## src/rtl/cpu_control_if.sv

```systemverilog
// rtl/cpu_control_if.sv - memory handshake bundle between cpu_control and the single-port memory
//
// mem_read / mem_write : request strobes, held for every cycle of a transaction
// mem_byte_enable      : write lane mask, 4'b1111 outside sub-word stores
// mem_resp             : one-cycle completion pulse from memory
// mem_addr_lo          : MAR[1:0], selects the store lanes
interface cpu_control_if;
  logic       mem_read;
  logic       mem_write;
  logic [3:0] mem_byte_enable;
  logic       mem_resp;
  logic [1:0] mem_addr_lo;

  modport master (
    output mem_read, mem_write, mem_byte_enable,
    input  mem_resp, mem_addr_lo
  );

  modport slave (
    input  mem_read, mem_write, mem_byte_enable,
    output mem_resp, mem_addr_lo
  );
endinterface

```

## src/rtl/cpu_control.sv

```systemverilog
// rtl/cpu_control.sv - multicycle Moore control FSM for the RV32I datapath
//
// Inputs : clk, rst_n (async, active low), IR fields opcode/funct3/funct7,
//          br_en from the comparator, memory handshake via the mem interface.
// Outputs: datapath load enables, mux selects, aluop/cmpop, and through the
//          mem interface the read/write requests and store byte enables.
module cpu_control (
  input  logic                 clk,
  input  logic                 rst_n,
  input  logic [6:0]           opcode,
  input  logic [2:0]           funct3,
  input  logic [6:0]           funct7,
  input  logic                 br_en,
  cpu_control_if.master        mem,
  output logic                 load_pc,
  output logic                 load_ir,
  output logic                 load_regfile,
  output logic                 load_mar,
  output logic                 load_mdr,
  output logic                 load_data_out,
  output logic                 pcmux_sel,
  output logic                 jalr,
  output logic                 alumux1_sel,
  output logic [2:0]           alumux2_sel,
  output logic                 marmux_sel,
  output logic                 cmpmux_sel,
  output logic [3:0]           regfilemux_sel,
  output logic [2:0]           aluop,
  output logic [2:0]           cmpop
);

  localparam logic [6:0] OP_LUI   = 7'b0110111;
  localparam logic [6:0] OP_AUIPC = 7'b0010111;
  localparam logic [6:0] OP_JAL   = 7'b1101111;
  localparam logic [6:0] OP_JALR  = 7'b1100111;
  localparam logic [6:0] OP_BR    = 7'b1100011;
  localparam logic [6:0] OP_LOAD  = 7'b0000011;
  localparam logic [6:0] OP_STORE = 7'b0100011;
  localparam logic [6:0] OP_IMM   = 7'b0010011;
  localparam logic [6:0] OP_REG   = 7'b0110011;

  localparam logic [2:0] ALU_ADD = 3'd0;
  localparam logic [2:0] ALU_SRA = 3'd2;
  localparam logic [2:0] ALU_SUB = 3'd3;
  localparam logic [2:0] CMP_BLT  = 3'd4;
  localparam logic [2:0] CMP_BLTU = 3'd6;

  typedef enum logic [3:0] {
    S_FETCH1, S_FETCH2, S_FETCH3, S_DECODE,
    S_LUI, S_AUIPC, S_JAL, S_JALR, S_BR,
    S_IMM, S_REG, S_CALC_ADDR, S_LD1, S_LD2, S_ST1, S_ST2
  } state_e;

  state_e state_q, state_d;

  logic f7_b5;
  logic unused_funct7;
  assign f7_b5         = funct7[5];
  assign unused_funct7 = ^{funct7[6], funct7[4:0]};

  always_ff @(posedge clk or negedge rst_n) begin
    if (!rst_n) state_q <= S_FETCH1;
    else        state_q <= state_d;
  end

  always_comb begin
    state_d             = state_q;
    load_pc             = 1'b0;
    load_ir             = 1'b0;
    load_regfile        = 1'b0;
    load_mar            = 1'b0;
    load_mdr            = 1'b0;
    load_data_out       = 1'b0;
    pcmux_sel           = 1'b0;
    jalr                = 1'b0;
    alumux1_sel         = 1'b0;
    alumux2_sel         = 3'd0;
    marmux_sel          = 1'b0;
    cmpmux_sel          = 1'b0;
    regfilemux_sel      = 4'd0;
    aluop               = ALU_ADD;
    cmpop               = 3'd0;
    mem.mem_read        = 1'b0;
    mem.mem_write       = 1'b0;
    mem.mem_byte_enable = 4'b1111;

    unique case (state_q)
      S_FETCH1: begin
        load_mar = 1'b1;
        state_d  = S_FETCH2;
      end
      S_FETCH2: begin
        mem.mem_read = 1'b1;
        load_mdr     = 1'b1;
        if (mem.mem_resp) state_d = S_FETCH3;
      end
      S_FETCH3: begin
        load_ir = 1'b1;
        state_d = S_DECODE;
      end
      S_DECODE: begin
        case (opcode)
          OP_LUI:             state_d = S_LUI;
          OP_AUIPC:           state_d = S_AUIPC;
          OP_JAL:             state_d = S_JAL;
          OP_JALR:            state_d = S_JALR;
          OP_BR:              state_d = S_BR;
          OP_LOAD, OP_STORE:  state_d = S_CALC_ADDR;
          OP_IMM:             state_d = S_IMM;
          OP_REG:             state_d = S_REG;
          default:            state_d = S_FETCH1;
        endcase
      end
      S_LUI: begin
        regfilemux_sel = 4'd2;
        load_regfile   = 1'b1;
        load_pc        = 1'b1;
        state_d        = S_FETCH1;
      end
      S_AUIPC: begin
        alumux1_sel  = 1'b1;
        alumux2_sel  = 3'd1;
        load_regfile = 1'b1;
        load_pc      = 1'b1;
        state_d      = S_FETCH1;
      end
      S_JAL, S_JALR: begin
        // rd gets pc+4 from the regfile mux while the PC takes the ALU target
        regfilemux_sel = 4'd4;
        load_regfile   = 1'b1;
        alumux1_sel    = (state_q == S_JAL);
        alumux2_sel    = (state_q == S_JAL) ? 3'd4 : 3'd0;
        jalr           = (state_q == S_JALR);
        pcmux_sel      = 1'b1;
        load_pc        = 1'b1;
        state_d        = S_FETCH1;
      end
      S_BR: begin
        alumux1_sel = 1'b1;
        alumux2_sel = 3'd2;
        cmpop       = funct3;
        pcmux_sel   = br_en;
        load_pc     = 1'b1;
        state_d     = S_FETCH1;
      end
      S_IMM, S_REG: begin
        alumux2_sel  = (state_q == S_REG) ? 3'd5 : 3'd0;
        load_regfile = 1'b1;
        load_pc      = 1'b1;
        state_d      = S_FETCH1;
        case (funct3)
          3'd2, 3'd3: begin
            regfilemux_sel = 4'd1;
            cmpop          = (funct3 == 3'd2) ? CMP_BLT : CMP_BLTU;
            cmpmux_sel     = (state_q == S_IMM);
          end
          // funct7[5] is immediate data for addi, so only REG decodes sub
          3'd0:    aluop = (state_q == S_REG && f7_b5) ? ALU_SUB : ALU_ADD;
          3'd5:    aluop = f7_b5 ? ALU_SRA : funct3;
          default: aluop = funct3;
        endcase
      end
      S_CALC_ADDR: begin
        marmux_sel    = 1'b1;
        load_mar      = 1'b1;
        alumux2_sel   = (opcode == OP_STORE) ? 3'd3 : 3'd0;
        load_data_out = (opcode == OP_STORE);
        state_d       = (opcode == OP_STORE) ? S_ST1 : S_LD1;
      end
      S_LD1: begin
        mem.mem_read = 1'b1;
        load_mdr     = 1'b1;
        if (mem.mem_resp) state_d = S_LD2;
      end
      S_LD2: begin
        load_regfile = 1'b1;
        load_pc      = 1'b1;
        state_d      = S_FETCH1;
        case (funct3)
          3'd0:    regfilemux_sel = 4'd7;
          3'd1:    regfilemux_sel = 4'd5;
          3'd4:    regfilemux_sel = 4'd8;
          3'd5:    regfilemux_sel = 4'd6;
          default: regfilemux_sel = 4'd3;
        endcase
      end
      S_ST1: begin
        mem.mem_write = 1'b1;
        case (funct3)
          3'd0:    mem.mem_byte_enable = 4'b0001 << mem.mem_addr_lo;
          3'd1:    mem.mem_byte_enable = 4'b0011 << mem.mem_addr_lo;
          default: mem.mem_byte_enable = 4'b1111;
        endcase
        if (mem.mem_resp) state_d = S_ST2;
      end
      S_ST2: begin
        load_pc = 1'b1;
        state_d = S_FETCH1;
      end
      default: state_d = S_FETCH1;
    endcase

    // FETCH1 would otherwise show load_mar while reset is held
    if (!rst_n) begin
      load_pc       = 1'b0;
      load_ir       = 1'b0;
      load_regfile  = 1'b0;
      load_mar      = 1'b0;
      load_mdr      = 1'b0;
      load_data_out = 1'b0;
      mem.mem_read  = 1'b0;
      mem.mem_write = 1'b0;
    end
  end

endmodule

```

## src/flat_wrapper.sv

```systemverilog
// flat-port wrapper written by rule: the top's interface ports become plain ports
module cpu_control_flat 
  (clk, rst_n, opcode, funct3, funct7, br_en, load_pc, load_ir, load_regfile, load_mar, load_mdr, load_data_out, pcmux_sel, jalr, alumux1_sel, alumux2_sel, marmux_sel, cmpmux_sel, regfilemux_sel, aluop, cmpop, mem_mem_read, mem_mem_write, mem_mem_byte_enable, mem_mem_resp, mem_mem_addr_lo);
  cpu_control_if mem_i ();
  input  logic clk;
  input  logic rst_n;
  input  logic [6:0] opcode;
  input  logic [2:0] funct3;
  input  logic [6:0] funct7;
  input  logic br_en;
  output logic load_pc;
  output logic load_ir;
  output logic load_regfile;
  output logic load_mar;
  output logic load_mdr;
  output logic load_data_out;
  output logic pcmux_sel;
  output logic jalr;
  output logic alumux1_sel;
  output logic [2:0] alumux2_sel;
  output logic marmux_sel;
  output logic cmpmux_sel;
  output logic [3:0] regfilemux_sel;
  output logic [2:0] aluop;
  output logic [2:0] cmpop;
  output wire logic [$bits(mem_i.mem_read)-1:0] mem_mem_read;
  output wire logic [$bits(mem_i.mem_write)-1:0] mem_mem_write;
  output wire logic [$bits(mem_i.mem_byte_enable)-1:0] mem_mem_byte_enable;
  input wire logic [$bits(mem_i.mem_resp)-1:0] mem_mem_resp;
  input wire logic [$bits(mem_i.mem_addr_lo)-1:0] mem_mem_addr_lo;
  assign mem_mem_read = mem_i.mem_read;
  assign mem_mem_write = mem_i.mem_write;
  assign mem_mem_byte_enable = mem_i.mem_byte_enable;
  assign mem_i.mem_resp = mem_mem_resp;
  assign mem_i.mem_addr_lo = mem_mem_addr_lo;
  cpu_control u_core (.clk(clk), .rst_n(rst_n), .opcode(opcode), .funct3(funct3), .funct7(funct7), .br_en(br_en), .mem(mem_i), .load_pc(load_pc), .load_ir(load_ir), .load_regfile(load_regfile), .load_mar(load_mar), .load_mdr(load_mdr), .load_data_out(load_data_out), .pcmux_sel(pcmux_sel), .jalr(jalr), .alumux1_sel(alumux1_sel), .alumux2_sel(alumux2_sel), .marmux_sel(marmux_sel), .cmpmux_sel(cmpmux_sel), .regfilemux_sel(regfilemux_sel), .aluop(aluop), .cmpop(cmpop));
endmodule
```

## config.mk

```make
export PLATFORM = sky130hd
export DESIGN_NAME = cpu_control_flat
export DESIGN_NICKNAME = d
export VERILOG_FILES = /design/src/rtl/cpu_control_if.sv /design/src/rtl/cpu_control.sv /design/src/flat_wrapper.sv
export SDC_FILE = /design/constraint.sdc
export NUM_CORES = 1
export LEC_CHECK = 0
export CORE_ASPECT_RATIO = 1.75
export CORE_MARGIN = 2
export CORE_UTILIZATION = 41
export CTS_CLUSTER_SIZE = 24
export DETAILED_ROUTE_END_ITERATION = 7
export MAX_ROUTING_LAYER = met4
export PLACE_DENSITY = 0.85
export SETUP_SLACK_MARGIN = 0.3
export SYNTH_ARGS = -nofsm -noshare
export SYNTH_HDL_FRONTEND = slang
export SYNTH_SLANG_ARGS = --single-unit
```

## constraint.sdc

```tcl
create_clock -name clk -period 3.8 [get_ports clk]
set_input_delay 0.76 -clock clk [delete_from_list [all_inputs] [get_ports clk]]
set_output_delay 0.76 -clock clk [all_outputs]
set_load 0.005 [all_outputs]
```

== Word level (Yosys, flattened, before mapping) ==
Cells that the tools add are included.
W data, S select, Z words.

* Multiplexer cells: 42
* Reductions and logical operators: 13
* Eq/ne operators: 32
* Shift operators: 2

{| class="wikitable"
|+ Operator list
! operator !! count
|-
| $pmux W4 S8 || 2
|-
| $eq A4 B4 Y1 const B || 8
|-
| $pmux W4 S4 || 2
|-
| $eq A7 B6 Y1 const B || 3
|-
| $eq A7 B7 Y1 const B || 3
|-
| $mux W1 || 19
|-
| $eq A4 B3 Y1 const B || 4
|-
| $mux W4 || 4
|-
| $mux W3 || 5
|-
| $pmux W3 S5 || 1
|-
| $eq A7 B5 Y1 const B || 2
|-
| $reduce_or A2 Y1 || 7
|-
| $pmux W3 S3 || 1
|-
| $reduce_or A9 Y1 || 1
|-
| $eq A4 B2 Y1 const B || 2
|-
| $mux W2 || 4
|-
| $pmux W4 S2 || 1
|-
| $eq A7 B2 Y1 const B || 1
|-
| $reduce_or A7 Y1 || 1
|-
| $eq A3 B2 Y1 const B || 2
|-
| $eq A3 B3 Y1 const B || 2
|-
| $ne A2 B2 Y1 const B || 3
|-
| $pmux W3 S2 || 1
|-
| $eq A4 B1 Y1 const B || 1
|-
| other kinds (8) || 9
|}

* Word-level logic and storage cells: 90
* Register bits after elaboration: 4
* Output and inout port bits: 30

== Longest topological paths before layout ==
* Depth in word-level cells: 5
* Depth in mapped cells: 6
* Gate-level depth less buffers: 4

== Worst setup path before layout ==
OpenSTA, ideal clock, no wires.

* Path type: input to output
* From: in funct3[2]
* To: out regfilemux_sel[2]
* Stages on the path: 3
* Path buffers: 1
* Slack: 1.572 ns
* Data arrival time: 1.468 ns
* Data required time: 3.040 ns
* Cells stage by stage: buf_2 -> a2111oi_0 -> o21a_1

* Word-level cells in the longest chain between the ends: 3
* Elaborated cells between the ends (all ways): 6
* Those cells by class: eq/ne (3); mux (2); reduce/logical (1)

{| class="wikitable"
|+ RTL lines
! item !! RTL line !! RTL
|-
| start: declaration || flat_wrapper.sv:8 || <nowiki>input logic [2:0] funct3;</nowiki>
|-
| $eq A3 B3 Y1 (tied with other cells) || cpu_control.sv:179 || <nowiki>case (funct3)</nowiki>
|-
| $pmux W4 S4 * || cpu_control.sv:179 ||
|-
| $pmux W4 S4 * || cpu_control.sv:87 || <nowiki>unique case (state_q)</nowiki>
|-
| end: declaration || flat_wrapper.sv:23 || <nowiki>output logic [3:0] regfilemux_sel;</nowiki>
|}

Mark *: on every way between the ends. The rest lies on a longest branch, timed or not.

== Final worst setup path ==
* From: in opcode[2]
* To: out load_data_out

* Word-level cells in the longest chain between the ends: 3

{| class="wikitable"
|+ RTL lines
! item !! RTL line !! RTL
|-
| start: declaration || flat_wrapper.sv:7 || <nowiki>input logic [6:0] opcode;</nowiki>
|-
| $eq A7 B6 Y1 || cpu_control.sv:167 || <nowiki>load_data_out = (opcode == OP_STORE);</nowiki>
|-
| $mux W1 || cpu_control.sv:87 ||
|-
| $mux W1 || cpu_control.sv:204 || <nowiki>if (!rst_n) begin</nowiki>
|-
| end: declaration || flat_wrapper.sv:16 || <nowiki>output logic load_data_out;</nowiki>
|}

No other way between the ends.

==> results.md <==
- Run status: completed
- DRT met1 WL: 1120 um
- Post-CTS Setup Bufs: 0
- Clock Power Share: 15.0%
- RSZ-0062 raised after global routing: false
- Area Overhead vs Synth: 46.0%
- Initial drt markers: 28
- Commonest non-fill, non-tap cells in the layout: clkdlybuf4s50_1 (45), nor2_1 (14), a21oi_1 (10), nand2_1 (9), nand2b_1 (9)
- Syn Area/Cell: 7.04 um^2
- IO Port Bufs: 46
- Max_cap viols: 0
- Max frequency: 0.298 GHz
- DR top layer: met4
- Pint: 0.000189 W
- Cell area after synthesis: 936 um^2
- RD Place Congestion: 0.812
- Ys Warns: 0
- Routed vias/inst: 6.02
- VDD IR max: 115 uV
- Largest Register: u_core.state_q
- Post-DR wirelength/cell: 14.9 um
- Post-synth EDFFs: 0
- Synthesized flop and latch total: 4
- Synth unique cells: 49
- Residual DRC: 0
- Die area: 2700 um^2
- Largest registers: u_core.state_q (4)
- Critical Path RT: 3040 ps
- Layout Skew: 0.272 ps
- CP Max Fanout: 6
- Ys async rst share: 100%
- Max_slew headroom: 56.6%
- Worst path arrival time: 2590 ps
- Comb pwr share: 58.0%
- DRT Wirelength: 2930 um
- Final ANT Viol Nets: 0
- Pwr dens: 272 nW/um^2
- Via count: 1179
- Util after Layout: 64.5%
- Setup CP Type: in2out
- Setup Viol. Count Final: 0
- Total CTS buffers: 3
- H-tree depth: 1
- Initial antenna violation count: 0
- N_diodes: 0
- Hpwl dp: 2190 um
- Total number of placement rows: 22
- Core area: 2120 um^2
- Root Buffer: clkbuf_4
- Commonest non-fill, non-tap cell in the layout: clkdlybuf4s50_1
- Final #Nets: 197
- Seq pwr share: 27.0%
- Initial DRT Pass Iterations: 4
- Sw Ratio: 49.2%
- Pre-CTS WS: 404 ps
- Register area share after synthesis: 10.7%
- Fin Setup TNS: 0 ps
- Crit path time final: 3350 ps
- Die height: 67.2 um
- WL met3: 207 um
- CP endpoint kind: output port
- Die W: 40.1 um
- Grt total ovfl: 0
- Final max-slew violation count: 0
- Tot GR Track Use: 24.8%
- Type of the tightest min-delay check: reg2reg
- IO Count: 53
- Layout cell share with drive strength beyond 1: 8.72%
- Number of global-route vias before repair: 1159
- WL met2: 1550 um
- Period utilization: 88.3%
- Main synth FF type: dfrtp_1
- Clk_lat worst skew: 240 ps
- Syn Nets: 156
- Global-route wire length before repair: 4790 um
- Largest net degree at the start of global routing: 23
- Syn Inst Count: 133
- Initial core utilization: 44.2%
- Clock transition at path regs: 40 ps
- Setup ws final: 446 ps
- Lkg Pwr: 0.532 nW
- Endpoints failing hold: 0
- # clock sinks: 4
- TritonCTS clock tree: done
- Largest register FFs: 4
- Worst-margin pin slew: 650 ps
- Max clock buf depth: 2
- Critical Path Source Type: primary input
- Psw: 0.000183 W
==> critical path: stages <==
cell	delay (ps)
clkdlybuf4s50_1	490
nor4_1	420
and4b_1	290
and2_1	140
clkdlybuf4s50_1	500
==> repair_timing <==
action / CTS / global route
hold buffers: 0 / 0
endpoints found under the setup margin: 0 / 1
resized for setup: 0 / 1
==> cell families after synthesis <==
logic type	Yosys count	share of synthesized area, %
simple gates	65	41.4
compound gates	46	33.4
buf+inv	16	12.3
flops	4	10.7
xor+xnor	1	0.936
fa+ha+maj	1	1.20
==> layer usage <==
| layer | track usage, % | up-vias |
|---|---|---|
| met5 | - | - |
| met4 | 10.8 | 0 |
| met3 | 2.96 | 6 |
| met2 | 44.4 | 56 |
| met1 | 25.2 | 547 |
| li1 | - | 570 |
==> final timing paths <==
kind                                    from                 to  slack (ps)  depth (start not counted)
setup / recovery                   opcode[2]      load_data_out         450                          5
hold / removal             u_core.state_q[3]  u_core.state_q[3]         810                          3
setup reg to reg           u_core.state_q[0]  u_core.state_q[1]        1990                          4
hold reg to reg            u_core.state_q[3]  u_core.state_q[3]         810                          3
max in group asynchronous              rst_n  u_core.state_q[1]        2710                          1
min in group asynchronous              rst_n  u_core.state_q[2]         820                          1
==> synthesized netlist by cell type (2+ instances only) <==
master,number,area (um^2)
a21o_1,3,22.5
inv_1,4,15.0
and3_1,4,25.0
or3_1,2,12.5
or2_1,2,12.5
nand3_1,4,20.0
nor2_1,14,52.6
nand2b_1,9,56.3
nor4_1,2,12.5
nor3_1,4,20.0
dfrtp_1,4,100
a21oi_1,10,50.1
nand2_1,9,33.8
clkbuf_8,2,27.5
buf_4,4,30.0
o21bai_1,2,15.0
buf_2,4,20.0
o21ai_0,7,35.0
nor2b_1,2,12.5
a2111oi_0,2,17.5
o22ai_1,5,31.3
nand3b_1,2,15.0
buf_6,2,22.5
o21ai_1,5,25.0
==> power by group through the flow <==
stage          combinational (W)   clock, W  sequential (W)
6_report                0.000216  0.0000556        0.000101
5_1_grt                 0.000237  0.0000618        0.000107
4_1_cts                 0.000215  0.0000577       0.0000984
3_5_place_dp            0.000215          0       0.0000978
3_3_place_gp            0.000210          0       0.0000960
2_1_floorplan           0.000212          0       0.0000635
==> cell type report <==
class,count,area [um^2]
fill,201,753
sequential,4,100
timing repair buffer,48,478
tap,24,30.0
multi-input combinational,113,721
inverter,4,15.0
clock buffer,3,22.5
==> metrics by stage <==
stage | instance area, um^2 | hold WS [ps] | total power, W | cells
after global placement | 1340 | 780 | 0.000306 | 193
final | 1370 | 814 | 0.000372 | 196
after global routing | 1370 | 822 | 0.000405 | 196
after CTS | 1360 | 816 | 0.000371 | 196
after detailed placement | 1340 | 803 | 0.000312 | 193
after floorplan | 936 | 464 | 0.000276 | 133
Power figures use the tool's default switching activity.
